**config.mk**
```make
export PLATFORM = sky130hd
export DESIGN_NAME = dp_fifo
export DESIGN_NICKNAME = d
export VERILOG_FILES = /design/src/rtl/dp_fifo_pkg.sv /design/src/rtl/dp_fifo_ram.sv /design/src/rtl/dp_fifo.sv
export SDC_FILE = /design/constraint.sdc
export NUM_CORES = 1
export LEC_CHECK = 0
export CAP_MARGIN = 25
export CORE_ASPECT_RATIO = 0.8
export CORE_UTILIZATION = 59
export DETAILED_ROUTE_END_ITERATION = 16
export GPL_TIMING_DRIVEN = 0
export PLACE_DENSITY = 0.85
export SYNTH_ARGS = -nofsm -noshare
export SYNTH_HDL_FRONTEND = slang
export SYNTH_SLANG_ARGS = --single-unit
```
**constraint.sdc**
```tcl
create_clock -name Clk -period 9.1 [get_ports Clk]
set_input_delay 1.365 -clock Clk [delete_from_list [all_inputs] [get_ports Clk]]
set_output_delay 1.365 -clock Clk [all_outputs]
set_load 0.01 [all_outputs]
```
**src/rtl/dp_fifo_pkg.sv**
```systemverilog
// dp_fifo_pkg
//   Shared definitions for the dp_fifo datapath FIFO and its storage sub-module.
//   Provides:
//     DEFAULT_DATAWIDTH / DEFAULT_DEPTH  default sizing of the FIFO
//     clog2()                            pointer width helper usable in parameter lists
//     is_legal_depth()                   DEPTH legality rule (power of 2, at least 2)
//     fifo_op_e                          per-cycle operation, {write accepted, read accepted}
package dp_fifo_pkg;

  localparam int DEFAULT_DATAWIDTH = 64;
  localparam int DEFAULT_DEPTH     = 8;

  // Ceiling log2. Kept local so it can be evaluated in parameter port lists.
  function automatic int clog2(input int value);
    int result;
    int remaining;
    result    = 0;
    remaining = value - 1;
    while (remaining > 0) begin
      result    = result + 1;
      remaining = remaining >> 1;
    end
    return result;
  endfunction

  // Pointers wrap by natural overflow, so DEPTH must be a power of two.
  function automatic bit is_legal_depth(input int depth);
    return (depth >= 2) && ((depth & (depth - 1)) == 0);
  endfunction

  // Encoding matches {wr_accept, rd_accept} so it can be cast directly.
  typedef enum logic [1:0] {
    OP_IDLE  = 2'b00,
    OP_READ  = 2'b01,
    OP_WRITE = 2'b10,
    OP_BOTH  = 2'b11
  } fifo_op_e;

endpackage

```
**src/rtl/dp_fifo_ram.sv**
```systemverilog
// fifo_ram
//   DEPTH x DATAWIDTH simple dual-port storage for dp_fifo.
//   Ports:
//     Clk      in   clock, posedge
//     Rst      in   synchronous active-high reset; clears only the read register
//     wr_en    in   write strobe (already qualified by the caller)
//     wr_addr  in   write address
//     wr_data  in   write word
//     rd_en    in   read strobe (already qualified by the caller)
//     rd_addr  in   read address
//     rd_data  out  registered read word; holds its value when rd_en is low
module fifo_ram
  import dp_fifo_pkg::*;
#(
  parameter int DATAWIDTH = DEFAULT_DATAWIDTH,
  parameter int DEPTH     = DEFAULT_DEPTH,
  localparam int ADDRW    = clog2(DEPTH)
) (
  input  logic                 Clk,
  input  logic                 Rst,
  input  logic                 wr_en,
  input  logic [ADDRW-1:0]     wr_addr,
  input  logic [DATAWIDTH-1:0] wr_data,
  input  logic                 rd_en,
  input  logic [ADDRW-1:0]     rd_addr,
  output logic [DATAWIDTH-1:0] rd_data
);

  logic [DATAWIDTH-1:0] mem [DEPTH];

  // The array itself is deliberately not reset so it can map onto RAM macros.
  always_ff @(posedge Clk) begin
    if (wr_en) begin
      mem[wr_addr] <= wr_data;
    end
  end

  // Read and write never target the same entry in one cycle: the controller
  // only allows that when the FIFO is empty or full, where one side is blocked.
  always_ff @(posedge Clk) begin
    if (Rst) begin
      rd_data <= '0;
    end else if (rd_en) begin
      rd_data <= mem[rd_addr];
    end
  end

endmodule

```
**src/rtl/dp_fifo.sv**
```systemverilog
// dp_fifo
//   Single-clock FIFO with registered read, occupancy count and sticky
//   overflow/underflow flags. Storage lives in fifo_ram; this level keeps the
//   pointers, the occupancy counter and the flags.
//   Ports:
//     Clk        in   clock, posedge
//     Rst        in   synchronous active-high reset
//     wr_en      in   write request
//     wr_data    in   word to write
//     full       out  no free entry; writes are dropped
//     rd_en      in   read request
//     rd_data    out  registered read word
//     rd_valid   out  rd_data was updated on the last edge
//     empty      out  no stored entry; reads are ignored
//     count      out  occupancy, 0..DEPTH
//     overflow   out  sticky, a write arrived while full
//     underflow  out  sticky, a read arrived while empty
module dp_fifo
  import dp_fifo_pkg::*;
#(
  parameter int DATAWIDTH = DEFAULT_DATAWIDTH,
  parameter int DEPTH     = DEFAULT_DEPTH,
  localparam int ADDRW    = clog2(DEPTH)
) (
  input  logic                 Clk,
  input  logic                 Rst,
  input  logic                 wr_en,
  input  logic [DATAWIDTH-1:0] wr_data,
  output logic                 full,
  input  logic                 rd_en,
  output logic [DATAWIDTH-1:0] rd_data,
  output logic                 rd_valid,
  output logic                 empty,
  output logic [ADDRW:0]       count,
  output logic                 overflow,
  output logic                 underflow
);

  generate
    if (!is_legal_depth(DEPTH)) begin : g_bad_depth
      $error("dp_fifo: DEPTH must be a power of 2 and at least 2");
    end
  endgenerate

  localparam logic [ADDRW:0]   FULL_COUNT = (ADDRW + 1)'(DEPTH);
  localparam logic [ADDRW:0]   COUNT_ONE  = (ADDRW + 1)'(1);
  localparam logic [ADDRW-1:0] PTR_ONE    = ADDRW'(1);

  logic [ADDRW-1:0] wr_ptr;
  logic [ADDRW-1:0] rd_ptr;
  logic             wr_accept;
  logic             rd_accept;
  fifo_op_e         op;

  // Flags come from the registered count, so they change only after the edge
  // that changes occupancy.
  assign full  = (count == FULL_COUNT);
  assign empty = (count == '0);

  assign wr_accept = wr_en && !full;
  assign rd_accept = rd_en && !empty;
  assign op        = fifo_op_e'({wr_accept, rd_accept});

  fifo_ram #(
    .DATAWIDTH (DATAWIDTH),
    .DEPTH     (DEPTH)
  ) u_ram (
    .Clk     (Clk),
    .Rst     (Rst),
    .wr_en   (wr_accept),
    .wr_addr (wr_ptr),
    .wr_data (wr_data),
    .rd_en   (rd_accept),
    .rd_addr (rd_ptr),
    .rd_data (rd_data)
  );

  // Pointers wrap naturally because DEPTH is a power of two.
  always_ff @(posedge Clk) begin
    if (Rst) begin
      wr_ptr <= '0;
      rd_ptr <= '0;
    end else begin
      if (wr_accept) begin
        wr_ptr <= wr_ptr + PTR_ONE;
      end
      if (rd_accept) begin
        rd_ptr <= rd_ptr + PTR_ONE;
      end
    end
  end

  // Occupancy moves only when exactly one side is accepted.
  always_ff @(posedge Clk) begin
    if (Rst) begin
      count <= '0;
    end else begin
      case (op)
        OP_WRITE: count <= count + COUNT_ONE;
        OP_READ:  count <= count - COUNT_ONE;
        default:  count <= count;
      endcase
    end
  end

  always_ff @(posedge Clk) begin
    if (Rst) begin
      rd_valid  <= 1'b0;
      overflow  <= 1'b0;
      underflow <= 1'b0;
    end else begin
      rd_valid <= rd_accept;
      if (wr_en && full) begin
        overflow <= 1'b1;
      end
      if (rd_en && empty) begin
        underflow <= 1'b1;
      end
    end
  end

endmodule

```
After elaboration in Yosys (flattened, before gate mapping)
Memory sizes are Yosys's and may differ from the RTL's. A register that Yosys moved wholly into a read port is not among the register bits.
Index checks and enable logic that the tools add are counted.
{"block": "totals", "output_inout_bits": 73, "ramBits": 512, "regBits": 13, "n_memories": 1, "elab_cells": 25}
{"block": "classes", "eq_ne": 3, "muxes": 3, "n_reduce_logical": 8, "n_addsub": 4}
{"memory": "u_ram.mem", "depth": 8, "word_bits": 64, "read_ports": 1, "rd_clocked_by_memory_dff": 1, "write_ports": 1, "line": "dp_fifo_ram.sv:29", "text": "logic [DATAWIDTH-1:0] mem [DEPTH];"}
{"cell": "4-bit one-hot mux with 2 select lines", "count": 1}
{"cell": "3-bit by 1-bit adder with 3-bit output, second input constant", "count": 2}
{"cell": "4-bit by 1-bit adder with 4-bit output, second input constant", "count": 1}
{"cell": "4-bit equality test, second input constant", "count": 1}
{"cell": "1-bit logical AND", "count": 4}
{"cell": "4-bit zero test", "count": 1}
{"cell": "4-bit by 1-bit subtractor with 4-bit output, second input constant", "count": 1}
{"cell": "2-bit by 1-bit equality test with 1-bit output, second input constant", "count": 1}
{"cell": "2-bit equality test, second input constant", "count": 1}
{"cell": "1-bit zero test", "count": 2}
{"cell": "1-bit 2-to-1 mux", "count": 2}
{"cell": "2-bit nonzero test", "count": 1}

Longest topological paths before layout
{"block": "depth", "ltp_word": 5, "depth_mapped": 11}

By module
A second synthesis with hierarchy kept.
{"block": "hier_totals", "cells_unflattened": 1246, "hier_area_um2": 22507.8}
{"mod": "fifo_ram", "cells_per_inst": 1181, "n_inst": 1, "area_each_um2": 21902.3}
{"mod": "dp_fifo", "cells_per_inst": 65, "n_inst": 1, "area_each_um2": 605.6}

Worst setup path after synthesis
No wires, ideal clock.
{"block": "synth_path", "path_kind": "input to register", "startpoint": "in wr_en", "endpoint": "mem u_ram.mem[0][0] (netlist name), enable pin", "path_stages": 2, "path_buffers": 0, "arrival_time_ns": 7.532, "slack_ns": 0.924, "required_time_ns": 8.456, "cell_sequence": "nand2_2 nor4_1"}
{"block": "synth_between", "elab_chain_len": 3}
{"item": "start: declaration", "line": "dp_fifo.sv:27", "text": "input logic wr_en,"}
{"item": "1-bit logical AND", "line": "dp_fifo.sv:60", "text": "assign wr_accept = wr_en && !full;"}
{"item": "1-bit 2-to-1 mux", "line": "dp_fifo_ram.sv:33", "text": "if (wr_en) begin"}
{"item": "1-bit 2-to-1 mux (implied by the code)", "line": "dp_fifo_ram.sv:34", "text": "mem[wr_addr] <= wr_data;"}
{"item": "end: declaration", "line": "dp_fifo_ram.sv:29"}
Every way passes these cells.

Worst setup path after layout
{"block": "layout_path", "startpoint": "reg count[1]", "endpoint": "out full"}
{"block": "layout_between", "elab_chain_len": 1}
{"item": "start: declaration", "line": "dp_fifo.sv:34", "text": "output logic [ADDRW:0] count,"}
{"item": "start signal: assignment", "line": "dp_fifo.sv:99", "text": "OP_WRITE: count <= count + COUNT_ONE;"}
{"item": "start signal: assignment", "line": "dp_fifo.sv:100", "text": "OP_READ: count <= count - COUNT_ONE;"}
{"item": "start signal: assignment", "line": "dp_fifo.sv:101", "text": "default: count <= count;"}
{"item": "4-bit equality test", "line": "dp_fifo.sv:57", "text": "assign full = (count == FULL_COUNT);"}
{"item": "end: declaration", "line": "dp_fifo.sv:29", "text": "output logic full,"}
Every way passes these cells.

==> results.yml <==
run_status:
  status: "finished clean"
synth:
  yosysWarnings: 0
  synth_area_leader_cell: "edfxtp_1"
  synth_ff_type: "edfxtp_1"
  synthTopCellsByArea: "edfxtp_1 70%, mux4_2 13%, dfxtp_1 7.1%"
  synth_top_family_by_area: "multiplexers"
  synthAdderAreaFrac_pct: 0.2864
  synth-xor-area-share_pct: 0.2807
  syn_inst: 1034
  yosys.cell_types.count: 35
  ys_ff_latch: 589
  synth-edff-count: 512
  synth_top_area_share_pct: 70.38
  netlist_area_um2: 21840
  synth_compound_area_share_pct: 2.102
  synth_fp_nets: 1107
  ys_async_sr_fraction_pct: 0
  yosys.area_share.simple_pct: 4.874
  muxShareOfSynthArea_pct: 13.34
  synth-seq-area-share_pct: 77.44
  syn_avg_cell_area_um2: 21.13
place:
  gp_congestion: 0.7246
  dpl_cell_area_um2: 24430
  io_buffers: 139
  dpl.hpwl_um: 31000
clock_tree:
  cts_inserted_buffers: 54
  clk_latency_ps: 580
  cts_resized: 0
  cts-htree-levels: 2
  cts_hold_buf: 0
  cts_sinks: 589
  clockBufferDepth: 3
  tritoncts: "built"
  clk_pin_slew_worst_paths_ps: 60
  cts_root_buf: "clkbuf_16"
  cts_setup_buffers: 0
routing:
  vias_per_cell: 6.295
  routed.top_layer: "met5"
  wl_met1_um: 19060
  routed-wl-met2_um: 24900
  dr.pass1.iters: 6
  drtIter0Drc: 1215
  wl_per_cell_um: 27.18
  via_count: 11338
  wirelength_um: 48950
  dr_wl_met3_um: 3983
  ant_nets: 0
  drc: 0
worst_hold_path:
  min_path_type: "flop to flop"
global_routing:
  grt_pass1_vias: 11890
  antenna_found_initial: 3
  track_usage_pct: 26.57
  grt-ovfl-total: 0
  grt_max_degree: 27
  grt_first_pass_wirelength_um: 73140
cells_and_area:
  synthToLayoutAreaGrowth_pct: 19.53
  n_fill_cell: 2062
  multi_input_area_um2: 4611
  drive_gt1_share_pct: 26.44
  nNetsFinal: 1349
  fin_area_um2: 26110
  regArea_um2: 16920
worst_setup_path:
  arrival_ps: 2350
  cp_num_buf_inv: 4
  cp-start-kind: "flop"
  cp-end-kind: "output port"
  cpPeakStageDelay_ps: 540
  crit_family: "buffers and inverters"
  worstSetupPathType: "flop to output port"
  critPathMaxFanout: 9
  crit_required_ps: 7740
  crit_slowest_cell: "clkdlybuf4s50_1"
  crit_path_cell_trace: "buf_6 > or4b_1 > clkbuf_1 > inv_1 > clkdlybuf4s50_1"
sta:
  rsz0062_at_grt: "no"
  setup_viol: 0
  hold_viol: 0
  fin_crit_ps: 3717
  maxSlewViolCount: 0
  relSlewSlack_pct: 37.05
  fin_crit_sh_pct: 40.84
  tightest_slew_ps: 939.1
  clock_skew_ps: 15.19
  fmax_mhz: 269.1
job:
  max_cap_viol_count: 0
floorplan:
  start_util_pct: 60.43
  die_width_um: 217.1
  ios: 141
  die_area_um2: 37800
  rows: 62
  die_h_um: 174.1
  core_um2: 36150
pwr:
  power.density_nw_per_um2: 275.1
  power.leakage_uw: 0.008355
  p_total_uw: 7182
  peakVddDrop_uv: 205.9
==> cell type report <==
cell class / count / share of cell area (%)
Antenna cell: 1 / 0.009584
Buffer: 61 / 1.390
Clock buffer: 76 / 5.611
Clock inverter: 24 / 0.8146
Inverter: 1 / 0.01438
Multi-Input combinational cell: 383 / 17.66
Sequential cell: 589 / 64.79
Tap cell: 480 / 2.300
Timing Repair Buffer: 186 / 7.413
==> sequential cells by signal (all words and copies together), names as in the netlist <==
name and flops:
u_ram.mem 512, rd_ptr 3, rd_valid 1, underflow 1, overflow 1, count 4, u_ram.rd_data 64, wr_ptr 3
==> worst register-to-register path: cells and delay by family (launching register included) <==
kind / cells / cell delay, ps
AND/OR/NAND/NOR: 3 / 990
flip-flops: 1 / 490
buffers and inverters: 6 / 1290
==> power by group <==
part	total [uW]	switching, uW	internal [uW]
clock	2180	944	1230
sequential	3310	122	3180
combinational	1700	879	821
==> worst paths after layout <==
| kind | from | to | slack (ps) | cells after the start |
|---|---|---|---|---|
| setup / recovery | count[1] | full | 5380 | 5 |
| hold / removal | underflow | underflow | 480 | 2 |
| setup reg to reg | count[0] | u_ram.mem[0][24] | 6040 | 9 |
| hold reg to reg | underflow | underflow | 480 | 2 |
==> layout by cell type, fill, tap and decap left out, types with 16 or more instances in the layout <==
cell type | synthesis | final
mux4_2 | 128 | 128
clkdlybuf4s50_1 | 0 | 139
buf_6 | 2 | 29
nor2_1 | 77 | 74
clkbuf_16 | 0 | 55
edfxtp_1 | 512 | 512
nor3_2 | 60 | 64
buf_2 | 20 | 20
buf_4 | 4 | 16
o22ai_1 | 64 | 64
dfxtp_1 | 77 | 77
clkbuf_1 | 26 | 46
==> per-layer routing <==
layer	GRT usage [%]	vias up
li1	-	4736
met1	36.93	5951
met2	44.20	573
met3	4.357	74
met4	7.248	4
met5	0	-
==> cells by family after synthesis <==
logic type | after synthesis
compound gates | 74
fa+ha+maj | 5
xor+xnor | 7
flops | 589
mux | 131
simple gates | 166
buf+inv | 62
==> Yosys cell counts (2+ instances only) <==
| cell type | number |
|---|---|
| buf_6 | 2 |
| nand3_1 | 3 |
| xor2_1 | 6 |
| dfxtp_1 | 77 |
| edfxtp_1 | 512 |
| o22ai_1 | 64 |
| nor2_1 | 77 |
| ha_1 | 5 |
| buf_8 | 7 |
| buf_1 | 2 |
| buf_2 | 20 |
| nand2_1 | 4 |
| clkbuf_1 | 26 |
| nor2b_1 | 3 |
| a21oi_1 | 5 |
| o21ai_0 | 3 |
| nor3_1 | 8 |
| mux2i_1 | 2 |
| nor4_1 | 2 |
| mux4_2 | 128 |
| buf_4 | 4 |
| nor3_2 | 60 |
| nand2b_1 | 2 |
==> per-stage QoR <==
| stage | utilization (%) | setup TNS (ps) | setup WS (ps) | hold slack [ps] | std cells |
|---|---|---|---|---|---|
| after floorplan | - | 0 | 924.4 | 497.6 | 1034 |
| after global placement | 65.94 | -870460 | -5217 | 457.6 | 1653 |
| after detailed placement | 67.58 | 0 | 4912 | 470.7 | 1700 |
| after CTS | 72.22 | 0 | 5370 | 482.0 | 1800 |
| after global routing | 72.22 | 0 | 5285 | 510.5 | 1800 |
| final | 72.23 | 0 | 5383 | 476.2 | 1801 |
(Power assumes the default switching activity.)
